==> src/rtl/serial_frame_capture.sv <==
// Captures MSB-first serial words (sampled on rising I_SCLK) into frames and hands them out over a valid/ready port.
// Define SYNC_INPUT_EN to pass I_SCLK/I_SDATA through two-flop synchronizers (+2 cycles latency).
`timescale 1ns/1ps
module serial_frame_capture (
    input  logic        I_CLK,
    input  logic        I_RST,
    input  logic        I_START,
    input  logic [5:0]  I_BIT_COUNT,
    input  logic [15:0] I_WORD_COUNT,
    input  logic        I_SCLK,
    input  logic        I_SDATA,
    output logic [31:0] O_DATA,
    output logic        O_VALID,
    input  logic        I_READY,
    output logic        O_BUSY,
    output logic        O_DONE,
    output logic        O_OVERRUN
);

    localparam logic [1:0] ST_IDLE  = 2'd0;
    localparam logic [1:0] ST_SHIFT = 2'd1;
    localparam logic [1:0] ST_FLUSH = 2'd2;
    localparam logic [1:0] ST_DONE  = 2'd3;

    logic sclk_s;
    logic sdata_s;

`ifdef SYNC_INPUT_EN
    logic [1:0] sclk_sync_q, sclk_sync_d;
    logic [1:0] sdata_sync_q, sdata_sync_d;

    always_comb begin
        sclk_sync_d  = {sclk_sync_q[0], I_SCLK};
        sdata_sync_d = {sdata_sync_q[0], I_SDATA};
    end

    always_ff @(posedge I_CLK or posedge I_RST) begin
        if (I_RST) begin
            sclk_sync_q  <= 2'b00;
            sdata_sync_q <= 2'b00;
        end else begin
            sclk_sync_q  <= sclk_sync_d;
            sdata_sync_q <= sdata_sync_d;
        end
    end

    assign sclk_s  = sclk_sync_q[1];
    assign sdata_s = sdata_sync_q[1];
`else
    assign sclk_s  = I_SCLK;
    assign sdata_s = I_SDATA;
`endif

    logic [1:0]  state_q, state_d;
    logic        start_q, start_d;
    logic        sclk_prev_q, sclk_prev_d;
    logic [5:0]  bit_n_q, bit_n_d;
    logic [15:0] word_n_q, word_n_d;
    logic [5:0]  bit_cnt_q, bit_cnt_d;
    logic [15:0] word_cnt_q, word_cnt_d;
    // Never holds more than 31 bits: the 32nd bit always completes the word.
    logic [30:0] shift_q, shift_d;
    logic [31:0] data_q, data_d;
    logic        valid_q, valid_d;
    logic        overrun_q, overrun_d;

    logic        sample;
    logic        start_rise;
    logic [31:0] shifted;
    logic [5:0]  bit_n_eff;

    assign sample     = sclk_s & ~sclk_prev_q;
    assign start_rise = I_START & ~start_q;
    assign shifted    = {shift_q, sdata_s};
    assign bit_n_eff  = ((I_BIT_COUNT == 6'd0) || (I_BIT_COUNT > 6'd32)) ? 6'd32 : I_BIT_COUNT;

    always_comb begin
        state_d     = state_q;
        start_d     = I_START;
        sclk_prev_d = sclk_s;
        bit_n_d     = bit_n_q;
        word_n_d    = word_n_q;
        bit_cnt_d   = bit_cnt_q;
        word_cnt_d  = word_cnt_q;
        shift_d     = shift_q;
        data_d      = data_q;
        valid_d     = valid_q;
        overrun_d   = overrun_q;

        // Acceptance is honoured in every state so FLUSH can drain the last word.
        if (valid_q && I_READY) begin
            valid_d = 1'b0;
        end

        case (state_q)
            ST_IDLE: begin
                if (start_rise) begin
                    state_d    = ST_SHIFT;
                    bit_n_d    = bit_n_eff;
                    word_n_d   = I_WORD_COUNT;
                    bit_cnt_d  = 6'd0;
                    word_cnt_d = 16'd0;
                    shift_d    = 31'd0;
                    overrun_d  = 1'b0;
                end
            end
            ST_SHIFT: begin
                if (sample) begin
                    if (bit_cnt_q + 6'd1 == bit_n_q) begin
                        bit_cnt_d  = 6'd0;
                        shift_d    = 31'd0;
                        word_cnt_d = word_cnt_q + 16'd1;
                        if (!valid_q || I_READY) begin
                            data_d  = shifted;
                            valid_d = 1'b1;
                        end else begin
                            overrun_d = 1'b1;
                        end
                    end else begin
                        bit_cnt_d = bit_cnt_q + 6'd1;
                        shift_d   = shifted[30:0];
                    end
                end
                if (!I_START || ((word_n_q != 16'd0) && (word_cnt_d == word_n_q))) begin
                    state_d = ST_FLUSH;
                end
            end
            ST_FLUSH: begin
                if (!valid_q) begin
                    state_d = ST_DONE;
                end
            end
            default: begin
                state_d = ST_IDLE;
            end
        endcase
    end

    always_ff @(posedge I_CLK or posedge I_RST) begin
        if (I_RST) begin
            state_q     <= ST_IDLE;
            start_q     <= 1'b0;
            sclk_prev_q <= 1'b0;
            bit_n_q     <= 6'd0;
            word_n_q    <= 16'd0;
            bit_cnt_q   <= 6'd0;
            word_cnt_q  <= 16'd0;
            shift_q     <= 31'd0;
            data_q      <= 32'd0;
            valid_q     <= 1'b0;
            overrun_q   <= 1'b0;
        end else begin
            state_q     <= state_d;
            start_q     <= start_d;
            sclk_prev_q <= sclk_prev_d;
            bit_n_q     <= bit_n_d;
            word_n_q    <= word_n_d;
            bit_cnt_q   <= bit_cnt_d;
            word_cnt_q  <= word_cnt_d;
            shift_q     <= shift_d;
            data_q      <= data_d;
            valid_q     <= valid_d;
            overrun_q   <= overrun_d;
        end
    end

    assign O_DATA    = data_q;
    assign O_VALID   = valid_q;
    assign O_BUSY    = (state_q != ST_IDLE);
    assign O_DONE    = (state_q == ST_DONE);
    assign O_OVERRUN = overrun_q;

endmodule

==> config.mk <==
export PLATFORM = sky130hd
export DESIGN_NAME = serial_frame_capture
export DESIGN_NICKNAME = d
export VERILOG_FILES = /design/src/rtl/serial_frame_capture.sv
export SDC_FILE = /design/constraint.sdc
export NUM_CORES = 1
export LEC_CHECK = 0
export ABC_CLOCK_PERIOD_IN_PS = 5930
export BUFFER_PORTS_ARGS = -buffer_cell sky130_fd_sc_hd__buf_4
export CORE_UTILIZATION = 55
export DETAILED_ROUTE_END_ITERATION = 12
export PLACE_DENSITY = 0.79
export SLEW_MARGIN = 20
export SYNTH_ARGS = -nofsm -noshare
export SYNTH_HDL_FRONTEND = slang
export SYNTH_SLANG_ARGS = --single-unit
==> constraint.sdc <==
create_clock -name I_CLK -period 5.93 [get_ports I_CLK]
set_input_delay 1.186 -clock I_CLK [delete_from_list [all_inputs] [get_ports I_CLK]]
set_output_delay 1.186 -clock I_CLK [all_outputs]
set_load 0.01 [all_outputs]
==> out/results.txt <==
Worst Path Max Fanout - 9
Pwr Density - 411 nW/um2
Final Cycle Share - 58.7%
RSZ-0062 raised after global routing - no
Place WS - 2510 ps
CP endpoint kind - flop
Die W - 102 um
Slack of the critical path - 2450 ps
Internal power - 1.77 mW
H-tree level count - 4
Switching Fraction - 35.2%
Post-synth cell types - 56
First-pass GRT wire length - 19,800 um
Net Switching - 0.960 mW
YS warnings - 0
Setup-failing EPs final - 0
Slew margin rel. - 39.8%
LEAKAGE - 3.02 nW
GPL Wtd Cong - 0.894
XOR/XNOR share of the synthesized area - 5.24%
Largest family of logic cells by synthesized area - simple AND/OR/NAND/NOR gates
Io pins - 64
Initial core utilization - 56.4%
Setup TNS - 0 ps
Slew Viols, Final - 0
Synth Area in Adders - 1.60%
DPL Wire Length - 7900 um
Yosys reg bits - 113
Largest net degree at the start of global routing - 77
Required @ worst endpoint - 6320 ps
Slew @ Worst Pin - 903 ps
Antenna-violating nets left - 0
CTS sink cnt - 113
Antenna violations before repair - 0
Area leader, netlist - dfrtp_1
Total GRT Usage - 25.2%
Peak Freq - 287 MHz
Net Count, Synth - 562
Root buf cell - clkbuf_8
# diodes - 0
Synth async-reset ratio - 100%
Vias in the first global route - 4,082
Clk Latency, worst-skew pair - 520 ps
Via count - 4,236
Post-synthesis mux area share - 10.8%
CP arrival - 3870 ps
Final nets - 623
Top cell type's share of synthesized area - 51.5%
Input/output buffers - 63
Seq pwr share - 36.6%
Overall power - 2.73 mW
Synth top area cells - dfrtp_1, mux2_2, nand2_1, o21ai_0, xor2_1
Compound-Gate Fraction of Synth Area - 12.4%
Die Y - 102 um
Hold_buf cts - 0
DR WL/cell - 16.6 um
DR DRC count - 0
Comb power frac - 27.1%
Max IR drop VDD - 0.215 mV
Worst-path clk slew - 60 ps
Final wirelength - 12,200 um
Period minus WS final - 3480 ps
Post-CTS Setup Inserts - 0
Pre-Repair DR Iteration Count - 5
GR Overflow Total - 0
Clk pwr share - 36.3%
Vias/cell - 5.77
Synthesis-to-layout area growth - 21.0%
Cells after synthesis - 527
Num CTS Buffers - 17
Max_cap viols - 0
Final Skew - 10.7 ps
Mean Syn Cell Area - 10.4 um2
Clk buf depth - 2
Post-Syn Area - 5490 um2
Synth Flop Type - dfrtp_1
Proportion of layout cells with a drive suffix above 1 - 28.5%
Initial drt markers - 286
Post-synthesis sequential area ratio - 51.5%
CTS resizes - 0
Final Hold Fails - 0
Number of flops mapped to enable cells by yosys - 0
Critical path type - flop to flop
Most common cell after layout, fill and taps aside - dfrtp_1
Startpoint Class - flop
Worst Hold Class - flop to flop
Simple-gate share of the synthesized area - 15.7%
Status - finished clean
TritonCTS clock tree - done
Cell Rows - 36
Core Area - 9730 um2
DIE AREA - 10,400 um2
Most frequent cells in the layout - dfrtp_1, nand2_1, buf_4, o21ai_0, mux2_2
-- cell families after synthesis --
group           Yosys count
fa+ha+maj                 7
simple gates            175
flops                   113
buf+inv                  33
compound gates          114
xor+xnor                 32
mux                      53
-- synthesized netlist by cell type (4+ instances only) --
cell type and instances:
dfrtp_1 113, nand2_1 95, o21ai_0 69, mux2_2 49
clkbuf_1 18, xor2_1 16, xnor2_1 15, nor2_1 14
a21oi_1 13, nand3_1 12, nand2b_1 11, nor3_1 8
ha_1 7, inv_1 7, o31ai_1 7, nor4_1 6
a31oi_1 5, buf_4 5, nand4_1 4
-- stage by stage --
stage	hold WS [ps]	util, %	area, um2	cells
floorplan	444	-	5490	527
CTS	508	68.3	6640	734
finish	506	68.3	6640	734
global route	525	68.3	6640	734
detailed placement	492	62.3	6060	702
global placement	469	62.3	6060	702
-- final timing paths --
| check | from | to | slack, ps | cells after the start |
|---|---|---|---|---|
| max | bit_cnt_q[0] | state_q[1] | 2450 | 9 |
| max reg2reg | bit_cnt_q[0] | state_q[1] | 2450 | 9 |
| min reg2reg | shift_q[27] | shift_q[27] | 510 | 2 |
| min in group asynchronous | I_RST | word_n_q[15] | 880 | 2 |
| min | shift_q[27] | shift_q[27] | 510 | 2 |
| max in group asynchronous | I_RST | shift_q[19] | 4030 | 3 |
-- power by group through the flow --
stage | Clock, mW | Combinational, mW | Sequential [mW]
after floorplan | 0 | 0.567 | 0.962
after global placement | 0 | 0.699 | 1.00
after detailed placement | 0 | 0.720 | 1.01
after CTS | 1.00 | 0.735 | 0.996
after global routing | 1.04 | 0.810 | 1.01
final | 0.991 | 0.739 | 0.998
-- final cells by class --
class                   instances  area [um2]
clock buffers                  18         428
clock inverters                14         154
fillers                       750        3090
inverters                       7        28.8
multi-input cells             381        2530
flip-flops and latches        113        2830
well taps                     133         166
repair buffers                 68         510
-- worst max-delay path, stage by stage (launching register included) --
cell and delay [ps]:
dfrtp_1 460, ha_1 380, xor2_1 170, nor2_1 270, nand3_4 190, nor3_1 740
mux2i_1 300, nand4_1 140, o41ai_2 330, mux2_1 360
-- metal layers --
layer / track usage (%) / vias up / wire [um]
li1: - / 1972 / -
met1: 33.7 / 2067 / 5420
met2: 39.4 / 159 / 5800
met3: 6.36 / 38 / 670
met4: 11.0 / 0 / 325
met5: 0 / - / 0
-- state kept, by name, summed over array words and instances, names as in the netlist --
name,flops
O_OVERRUN,1
word_n_q,16
O_DATA,32
word_cnt_q,16
bit_cnt_q,6
start_q,1
shift_q,31
sclk_prev_q,1
state_q,2
bit_n_q,6
O_VALID,1
No activity file was read; power rests on OpenSTA's default activity.
